===== config.mk =====
export PLATFORM = sky130hd
export DESIGN_NAME = ufm_writer
export DESIGN_NICKNAME = d
export VERILOG_FILES = /design/src/rtl/ufm_writer.sv
export SDC_FILE = /design/constraint.sdc
export NUM_CORES = 1
export LEC_CHECK = 0
export ABC_AREA = 1
export CORE_UTILIZATION = 45
export DETAILED_ROUTE_END_ITERATION = 6
export DONT_BUFFER_PORTS = 1
export PLACE_DENSITY = 0.62
export SYNTH_ARGS = -nofsm -noshare
export SYNTH_HDL_FRONTEND = slang
export SYNTH_SLANG_ARGS = --single-unit
export TNS_END_PERCENT = 50

===== constraint.sdc =====
create_clock -name clk -period 3.8 [get_ports clk]
set_input_delay 0.76 -clock clk [delete_from_list [all_inputs] [get_ports clk]]
set_output_delay 0.76 -clock clk [all_outputs]
set_load 0.005 [all_outputs]

===== src/rtl/ufm_writer.sv =====
// ufm_writer: buffers an incoming byte stream into 16-byte pages and programs
// them into MachXO2 UFM through the EFB Wishbone configuration port.
// A session opens transparent configuration, optionally erases the UFM, sets
// the start page, then for each page fills the buffer, programs it and polls
// status, and finally disables configuration and issues bypass.
// The Wishbone bus is driven only while busy is high.
//
// Ports:
//   clk, rst_n          clock, synchronous active-low reset
//   start               pulse to begin a session (ignored while busy)
//   data_in/data_valid  stream byte in; data_ready accepts it (FILL only)
//   busy                session in progress, Wishbone owned
//   done                one-cycle pulse on error-free completion
//   error               sticky failure flag, cleared by the next start
//   cyc/stb/we/adr      Wishbone master request
//   data_o/data_i       Wishbone write/read data
//   wb_ack              Wishbone acknowledge
module ufm_writer #(
   parameter int unsigned START_PAGE  = 0,
   parameter int unsigned NUM_PAGES   = 4,
   parameter bit          ERASE_FIRST = 1'b1,
   parameter int unsigned POLL_LIMIT  = 65535
) (
   input  logic       clk,
   input  logic       rst_n,
   input  logic       start,
   input  logic [7:0] data_in,
   input  logic       data_valid,
   output logic       data_ready,
   output logic       busy,
   output logic       done,
   output logic       error,
   output logic       cyc,
   output logic       stb,
   output logic       we,
   output logic [7:0] adr,
   output logic [7:0] data_o,
   input  logic [7:0] data_i,
   input  logic       wb_ack
);

   localparam logic [7:0]  ADR_CFGCR = 8'h70;
   localparam logic [7:0]  ADR_TXDR  = 8'h71;
   localparam logic [7:0]  ADR_RXDR  = 8'h73;
   localparam logic [13:0] PG        = 14'(START_PAGE);
   localparam logic [10:0] NPG       = 11'(NUM_PAGES);

   typedef enum logic [3:0] {
      S_IDLE, S_OPEN0, S_OPEN, S_ERASE, S_POLL, S_SETADDR,
      S_FILL, S_PROG, S_CLOSE1, S_CLOSE2, S_DONE
   } state_t;

   state_t      state_q;
   logic [4:0]  idx_q;        // access index within the current frame
   logic [3:0]  byte_q;
   logic [10:0] page_q;
   logic [31:0] poll_q;
   logic        after_prog_q; // current busy-wait follows PROG (else ERASE)
   logic        st_busy_q, st_fail_q;
   logic        error_q, cyc_q, we_q;
   logic [7:0]  adr_q, dat_q;
   logic [7:0]  buf_q [16];

   // Access decode for the current frame position. A frame is
   // CFGCR<=0x80, ntx TXDR writes, nrx RXDR reads, CFGCR<=0x00.
   logic [4:0] ntx, nrx, j;
   logic [3:0] pj;
   logic [7:0] tx_byte, acc_adr, acc_dat;
   logic       acc_we, acc_last, st_rd;

   always_comb begin
      ntx     = '0;
      nrx     = '0;
      tx_byte = '0;
      j       = idx_q - 5'd1;
      pj      = idx_q[3:0] - 4'd5;   // buffer index for PROG data bytes
      case (state_q)
         S_OPEN: begin
            ntx = 5'd4;
            if (j == 5'd0) tx_byte = 8'h74;
            else if (j == 5'd1) tx_byte = 8'h08;
         end
         S_ERASE: begin
            ntx = 5'd4;
            if (j == 5'd0) tx_byte = 8'hCB;
         end
         S_POLL: begin
            ntx = 5'd4;
            nrx = 5'd4;
            if (j == 5'd0) tx_byte = 8'h3C;
         end
         S_SETADDR: begin
            ntx = 5'd8;
            case (j)
               5'd0:    tx_byte = 8'hB4;
               5'd4:    tx_byte = 8'h40;
               5'd6:    tx_byte = {2'b00, PG[13:8]};
               5'd7:    tx_byte = PG[7:0];
               default: tx_byte = 8'h00;
            endcase
         end
         S_PROG: begin
            ntx = 5'd20;
            if (j == 5'd0) tx_byte = 8'hC9;
            else if (j == 5'd3) tx_byte = 8'h01;
            else if (j >= 5'd4) tx_byte = buf_q[pj];
         end
         S_CLOSE1: begin
            ntx = 5'd3;
            if (j == 5'd0) tx_byte = 8'h26;
         end
         S_CLOSE2: begin
            ntx     = 5'd4;
            tx_byte = 8'hFF;
         end
         default: ;
      endcase

      acc_we   = 1'b1;
      acc_adr  = ADR_TXDR;
      acc_dat  = tx_byte;
      acc_last = 1'b0;
      if (state_q == S_OPEN0) begin
         // lone CFGCR clear closes any frame left open by an earlier reset
         acc_adr  = ADR_CFGCR;
         acc_dat  = 8'h00;
         acc_last = 1'b1;
      end else if (idx_q == 5'd0) begin
         acc_adr = ADR_CFGCR;
         acc_dat = 8'h80;
      end else if (idx_q <= ntx) begin
         acc_adr = ADR_TXDR;
      end else if (idx_q <= ntx + nrx) begin
         acc_we  = 1'b0;
         acc_adr = ADR_RXDR;
         acc_dat = 8'h00;
      end else begin
         acc_adr  = ADR_CFGCR;
         acc_dat  = 8'h00;
         acc_last = 1'b1;
      end
   end

   // third of the four status reads carries bits 15:8
   assign st_rd = (state_q == S_POLL) && (idx_q == 5'd7);

   // status bits other than BUSY and FAIL carry no meaning here
   logic unused_status;
   assign unused_status = ^{data_i[7:6], data_i[3:0]};

   always_ff @(posedge clk) begin
      if (!rst_n) begin
         state_q      <= S_IDLE;
         idx_q        <= '0;
         byte_q       <= '0;
         page_q       <= '0;
         poll_q       <= '0;
         after_prog_q <= 1'b0;
         st_busy_q    <= 1'b0;
         st_fail_q    <= 1'b0;
         error_q      <= 1'b0;
         cyc_q        <= 1'b0;
         we_q         <= 1'b0;
         adr_q        <= '0;
         dat_q        <= '0;
         buf_q        <= '{default: '0};
      end else begin
         case (state_q)
            S_IDLE: begin
               if (start) begin
                  error_q <= 1'b0;
                  page_q  <= '0;
                  idx_q   <= '0;
                  state_q <= S_OPEN0;
               end
            end
            S_FILL: begin
               if (data_valid) begin
                  buf_q[byte_q] <= data_in;
                  byte_q        <= byte_q + 4'd1;
                  if (byte_q == 4'd15) begin
                     idx_q   <= '0;
                     state_q <= S_PROG;
                  end
               end
            end
            S_DONE: state_q <= S_IDLE;
            default: begin
               // request is launched only from an idle bus cycle, which
               // guarantees at least one low cycle after every ack
               if (!cyc_q) begin
                  cyc_q <= 1'b1;
                  we_q  <= acc_we;
                  adr_q <= acc_adr;
                  dat_q <= acc_dat;
               end else if (wb_ack) begin
                  cyc_q <= 1'b0;
                  we_q  <= 1'b0;
                  adr_q <= '0;
                  dat_q <= '0;
                  if (st_rd) begin
                     st_busy_q <= data_i[4];
                     st_fail_q <= data_i[5];
                  end
                  if (!acc_last) begin
                     idx_q <= idx_q + 5'd1;
                  end else begin
                     idx_q <= '0;
                     case (state_q)
                        S_OPEN0: state_q <= S_OPEN;
                        S_OPEN:  state_q <= ERASE_FIRST ? S_ERASE : S_SETADDR;
                        S_ERASE: begin
                           poll_q       <= '0;
                           after_prog_q <= 1'b0;
                           state_q      <= S_POLL;
                        end
                        S_POLL: begin
                           if (st_fail_q) begin
                              error_q <= 1'b1;
                              state_q <= S_CLOSE1;
                           end else if (st_busy_q) begin
                              if (poll_q + 32'd1 >= POLL_LIMIT) begin
                                 error_q <= 1'b1;
                                 state_q <= S_CLOSE1;
                              end else begin
                                 poll_q <= poll_q + 32'd1;
                              end
                           end else if (after_prog_q) begin
                              page_q <= page_q + 11'd1;
                              byte_q <= '0;
                              state_q <= (page_q + 11'd1 == NPG) ? S_CLOSE1 : S_FILL;
                           end else begin
                              state_q <= S_SETADDR;
                           end
                        end
                        S_SETADDR: begin
                           byte_q  <= '0;
                           state_q <= S_FILL;
                        end
                        S_PROG: begin
                           poll_q       <= '0;
                           after_prog_q <= 1'b1;
                           state_q      <= S_POLL;
                        end
                        S_CLOSE1: state_q <= S_CLOSE2;
                        S_CLOSE2: state_q <= S_DONE;
                        default:  state_q <= S_IDLE;
                     endcase
                  end
               end
            end
         endcase
      end
   end

   assign data_ready = (state_q == S_FILL);
   assign busy       = (state_q != S_IDLE);
   assign done       = (state_q == S_DONE) && !error_q;
   assign error      = error_q;
   assign cyc        = cyc_q;
   assign stb        = cyc_q;
   assign we         = we_q;
   assign adr        = adr_q;
   assign data_o     = dat_q;

endmodule


Yosys cells after proc, flatten, opt, wreduce, memory -nomap -nowiden
Cells that the tools add are included.
- bits in registers: 206
- input port bits: 21
- add/sub/neg operators: 7
- mux-type cells: 91
- equality and inequality tests: 29
- bitwise logic cells: 6
- reduce and logical (&&, ||, !) cells: 41
- $lt $le $gt $ge: 7
- operators by type and width (operator ; count):
    $bwmux 128 ; 1
    $mux 8 ; 13
    $mux 32 ; 3
    $mux 11 ; 8
    $mux 4 ; 19
    $pmux 32 s2 ; 1
    $pmux 8 s7 ; 1
    $add 32x1->32 const B ; 1
    $bmux 8 s4 ; 1
    $demux 8 s4 ; 1
    $ge 32x16->1 const B ; 1
    $mux 5 ; 6
    $pmux 4 s7 ; 1
    $pmux 11 s2 ; 1
    $pmux 5 s4 ; 1
    $reduce_bool 2->1 ; 10
    $mux 1 ; 19
    $reduce_and 9->1 ; 2
    $eq 4x3->1 const B ; 4
    $eq 4x4->1 const B ; 4
    $pmux 4 s2 ; 2
    $pmux 8 s2 ; 1
    $reduce_and 8->1 ; 2
    $reduce_bool 4->1 ; 4
    42 further kinds ; 74

Longest topological paths before layout
- depth in word-level cells: 13
- depth in mapped cells: 26
- gate-level depth less buffers: 26

Worst setup path before layout
OpenSTA, ideal clock, no wires.
- kind: reg-to-reg
- start: reg state_q[1]
- end: reg page_q[7]
- library setup time: 0.086 ns
- data required time: 3.714 ns
- path slack: 0.593 ns
- clock period less this slack: 3.207 ns
- stages on the path, launching flop included: 21
- data arrival time: 3.122 ns
- cells stage by stage: dfxtp_1 -> nand2_1 -> nor2_1 -> clkbuf_1 -> nor3_1 -> inv_1 -> ha_1 -> ha_1 -> xnor2_1 -> ha_1 -> nand2_1 -> inv_1 -> nand3_1 -> nand3_1 -> nand2_1 -> nand2_1 -> nand2_1 -> o21ai_0 -> nand2_1 -> clkbuf_1 -> a211oi_1
- cells in the longest elaborated chain, start to end: 11
- RTL lines (what ; line ; text):
    from (decl) ; 53 ; state_t state_q;
    from (signal assigned) ; 211 ; S_OPEN: state_q <= ERASE_FIRST ? S_ERASE : S_SETADDR;
    from (signal assigned) ; 231 ; state_q <= (page_q + 11'd1 == NPG) ? S_CLOSE1 : S_FILL;
    $eq 4x3->1 (tied with other cells) ; 77, 209 ;
    $reduce_or 4->1 (no source line) ; -- ;
    $pmux 5 s4 ; 77 ; case (state_q)
    $add 5x5->5 ; 133 ; end else if (idx_q <= ntx + nrx) begin
    $le 5x5->1 ; 133 ;
    $mux 1 ; 133 ;
    $mux 1 ; 131 ; end else if (idx_q <= ntx) begin
    $mux 1 ; 128 ; end else if (idx_q == 5'd0) begin
    $mux 1 ; 123 ; if (state_q == S_OPEN0) begin
    $reduce_bool 2->1 (no source line) ; -- ;
    $reduce_and 9->1 (no source line) ; -- ;
    to (signal assigned) ; 229 ; page_q <= page_q + 11'd1;
    to (decl) ; 56 ; logic [10:0] page_q;
Several ways; a longest one is shown, not always the timed one.
A chain may end at the register's enable or synchronous reset.

Worst setup path in the final report
- start: reg state_q[2]
- end: reg poll_q[13]
- cells in the longest elaborated chain, start to end: 10
- RTL lines (what ; line ; text):
    $eq 4x3->1 (tied with other cells) ; 77, 209 ;
    $reduce_or 4->1 (no source line) ; -- ;
    $pmux 5 s4 ; 77 ;
    $add 5x5->5 ; 133 ;
    $le 5x5->1 ; 133 ;
    $mux 1 ; 133 ;
    $mux 1 ; 131 ;
    $mux 1 ; 128 ;
    $mux 1 ; 123 ;
    $reduce_and 8->1 (no source line) ; -- ;
    to (signal assigned) ; 226 ; poll_q <= poll_q + 32'd1;
    to (decl) ; 57 ; logic [31:0] poll_q;
Several ways; a longest one is shown, not always the timed one.

==> qor.yml <==
floorplanning:
  ios: 44
  core_um2: 22850
  rows: 55
  die_w_um: 155.4
  die_y_um: 155.4
  dieArea_um2: 24160
  start_util_pct: 46.37
power:
  peakVddDrop_uv: 406.8
  p_int_mw: 3.974
  seq_power_share_pct: 37.0
  clkPwrFrac_pct: 31.8
  leakagePower_nw: 4.759
  switching_share_pct: 36.13
  p_per_area_nw_per_um2: 538.5
  switchingPower_mw: 2.248
  p_total_mw: 6.222
  combPwrFrac_pct: 31.3
timing:
  setup_viol: 0
  slew-limit-headroom_pct: 32.22
  period_needed_ns: 3.361
  fin_crit_sh_pct: 88.45
  tns_ns: 0
  finalMaxSlewViolations: 0
  rsz0062_at_grt: "no"
  clock_skew_ns: 0.01400
  whs_ns: 0.3989
  fin_ws_ns: 0.4391
  fmax_mhz: 297.5
  finalHoldViolCount: 0
  tightest_slew_ns: 1.004
synth:
  synth_commonest_cells: "349 x nor2_1, 259 x nand2_1, 208 x o21ai_0"
  ys_seq_area_share_pct: 37.98
  ys_types: 41
  ys.warnings.count: 0
  synth_top_family_by_area: "simple AND/OR/NAND/NOR gates"
  synth_top_area_cell: "dfxtp_1"
  syn_avg_cell_area_um2: 6.503
  synth_edf_count: 0
  ys_ff_latch: 201
  yosys.area.top_type_share_pct: 37.98
  syn_area_um2: 10590
  synthAdderAreaFrac_pct: 2.716
  synthArstFlopShare_pct: 0
  synth-main-ff-cell: "dfxtp_1"
  synth-compound-area-share_pct: 19.09
  synthXorXnorAreaFrac_pct: 1.488
  synthTopCellsByArea: "dfxtp_1 38%, nor2_1 12%, o21ai_0 9.8%"
  synth_mux_area_share_pct: 0
  syn_inst: 1629
  yosys.area_share.simple_pct: 29.55
  yosysMostFrequentCell: "nor2_1"
critical_path:
  cp_max_fo: 17
  cp.required_ns: 4.19
  r2r_cells: 24
  crit_arrival_ns: 3.75
  endpoint_kind: "flop"
  crit_type: "flop to flop"
  start_kind: "flop"
routing:
  postRouteWirelength_mm: 29.82
  drtIter0Drc: 896
  viasPerCell: 5.282
  drc: 0
  wire_per_inst_um: 15.38
  drt_pass1_iterations: 5
  num_vias: 10240
  drtAntennaViolNets: 0
clock_tree:
  cts_tree: "built"
  cts-root-buf: "clkbuf_16"
  clk_pin_slew_ns: 0.06
  cts_buffers: 23
  cts_max_path_buffers: 3
  ctsHoldBuffers: 0
  clock_sinks: 201
  clk_latency_ns: 0.51
  htree_levels: 1
global_routing:
  antenna_found_initial: 0
  grt_overflow: 0
  grt_max_degree: 156
  grtUsageTotal_pct: 25.08
  grt_pass1_wl_mm: 48.95
  grt_pass1_vias: 9375
finish:
  area_delta_synth_final_pct: 9.059
  fin_cells: 1938
  num-fill-cells: 2376
  fin_nets: 1655
  layout-drive-gt1-share_pct: 4.862
  antenna_cells: 0
place:
  port_buffers: 0
  dp.cells: 1898
  hpwl_mm: 20.14
  gp_congestion: 0.8946
  pre_cts_ws_ns: 0.2145
run:
  max_cap_violations: 0
hold_path:
  hp-class: "input port to flop"
  holdPathStages: 2
status:
  status: "finished, final reports clean"
## routing by layer
layer  share of wire, %  track usage (%)  vias to the layer above  wire length, um
met5                  0                0                        -                0
met4                1.5            4.715                        0              435
met3                6.8            3.844                       34             2014
met2                 42            38.29                      272            12490
met1                 50            37.24                     4676            14870
li1                   -                -                     5255                -
## state kept, by name (all words and copies together) (netlist names)
register and flops:
idx_q 5, buf_q 128, adr 3, byte_q 4, st_fail_q 1, poll_q 32, page_q 11, data_o 8
state_q 4, cyc 1, after_prog_q 1, st_busy_q 1, we 1, error 1
## layout make-up
cell class,instances,area (um2),area share [%]
clock buffer,38,641.9,5.556
clock inverter,1,5.005,0.04332
inverter,173,654.4,5.664
multi-input combinational,1185,5633,48.75
sequential,201,4025,34.84
tap,313,391.6,3.390
timing repair buffer,27,202.7,1.754
## power groups by stage
stage / logic, mW / clock network [mW] / registers [mW]
floorplan: 1.39 / 0 / 2.32
global placement: 1.89 / 0 / 2.34
detailed placement: 1.89 / 0 / 2.35
CTS: 1.91 / 2.02 / 2.30
global route: 2.21 / 2.10 / 2.32
finish: 1.95 / 1.98 / 2.30
## metrics by stage
| stage | instance area (um2) | util [%] |
|---|---|---|
| after floorplan | 10600 | - |
| after global placement | 10880 | 47.62 |
| after detailed placement | 10880 | 47.62 |
| after CTS | 11530 | 50.45 |
| after global routing | 11550 | 50.57 |
| final | 11550 | 50.57 |
## critical path, stage by stage, from the launching register on
cell      delay, ns
dfxtp_1        0.32
inv_1          0.09
nor2_1         0.06
inv_1          0.13
nor2_2         0.05
nor2_1         0.14
inv_1          0.08
nor3_2         0.15
inv_1          0.06
ha_1           0.18
ha_1           0.19
xnor2_1        0.13
ha_1           0.32
nand2_1        0.05
inv_1          0.08
nand3_1        0.08
nand3_1        0.08
nand2_1        0.07
nand2_1        0.11
nand2_2        0.13
a211oi_2       0.18
nand2_2        0.12
buf_4          0.20
o21ai_0        0.19
nor2_1         0.06
## worst paths after layout
kind	from	end	slack, ns
setup reg to reg	state_q[2]$_SDFFE_PN0P_	poll_q[13]$_SDFFE_PN0P_	0.44
setup / recovery	state_q[2]$_SDFFE_PN0P_	poll_q[13]$_SDFFE_PN0P_	0.44
hold / removal	data_in[5]	buf_q[13]$_SDFFE_PN0P_	0.40
hold reg to reg	buf_q[42]$_SDFFE_PN0P_	buf_q[42]$_SDFFE_PN0P_	0.44
## cell usage in the layout (no fill, tap or decap), types with 3 or more instances in the layout
cell / count
inv_2: 4
clkbuf_1: 14
buf_4: 27
ha_1: 23
nor3_1: 35
xor2_1: 14
nand4_1: 12
xnor2_1: 3
clkbuf_16: 23
nor4_1: 3
o211ai_1: 8
nor2_1: 349
nand2_1: 258
nand3b_1: 5
dfxtp_1: 200
a21oi_1: 130
nand2_2: 3
conb_1: 3
a22oi_1: 3
o21ai_0: 207
nor2_2: 8
inv_1: 166
a211oi_1: 9
a31oi_1: 6
o21bai_1: 4
nand3_1: 76
o311ai_0: 8
## timing repair
action | 4_1_cts | 5_1_grt
endpoints found under the setup margin | 0 | 49
setup buffers | 0 | 1
endpoints found under the hold margin | 0 | 0
resized for setup | 0 | 6
## logic make-up (layout without fill, tap and decap cells)
kind of cell | count (synthesis) | after routing
and+or+nand+nor | 760 | 760
AOI/OAI and AO/OA | 381 | 381
adders and majority gates | 23 | 23
xor gates and xnor gates | 18 | 18
other | 1 | 3
DFF | 201 | 201
buffers and inverters | 245 | 239
Power figures use the tool's default switching activity.
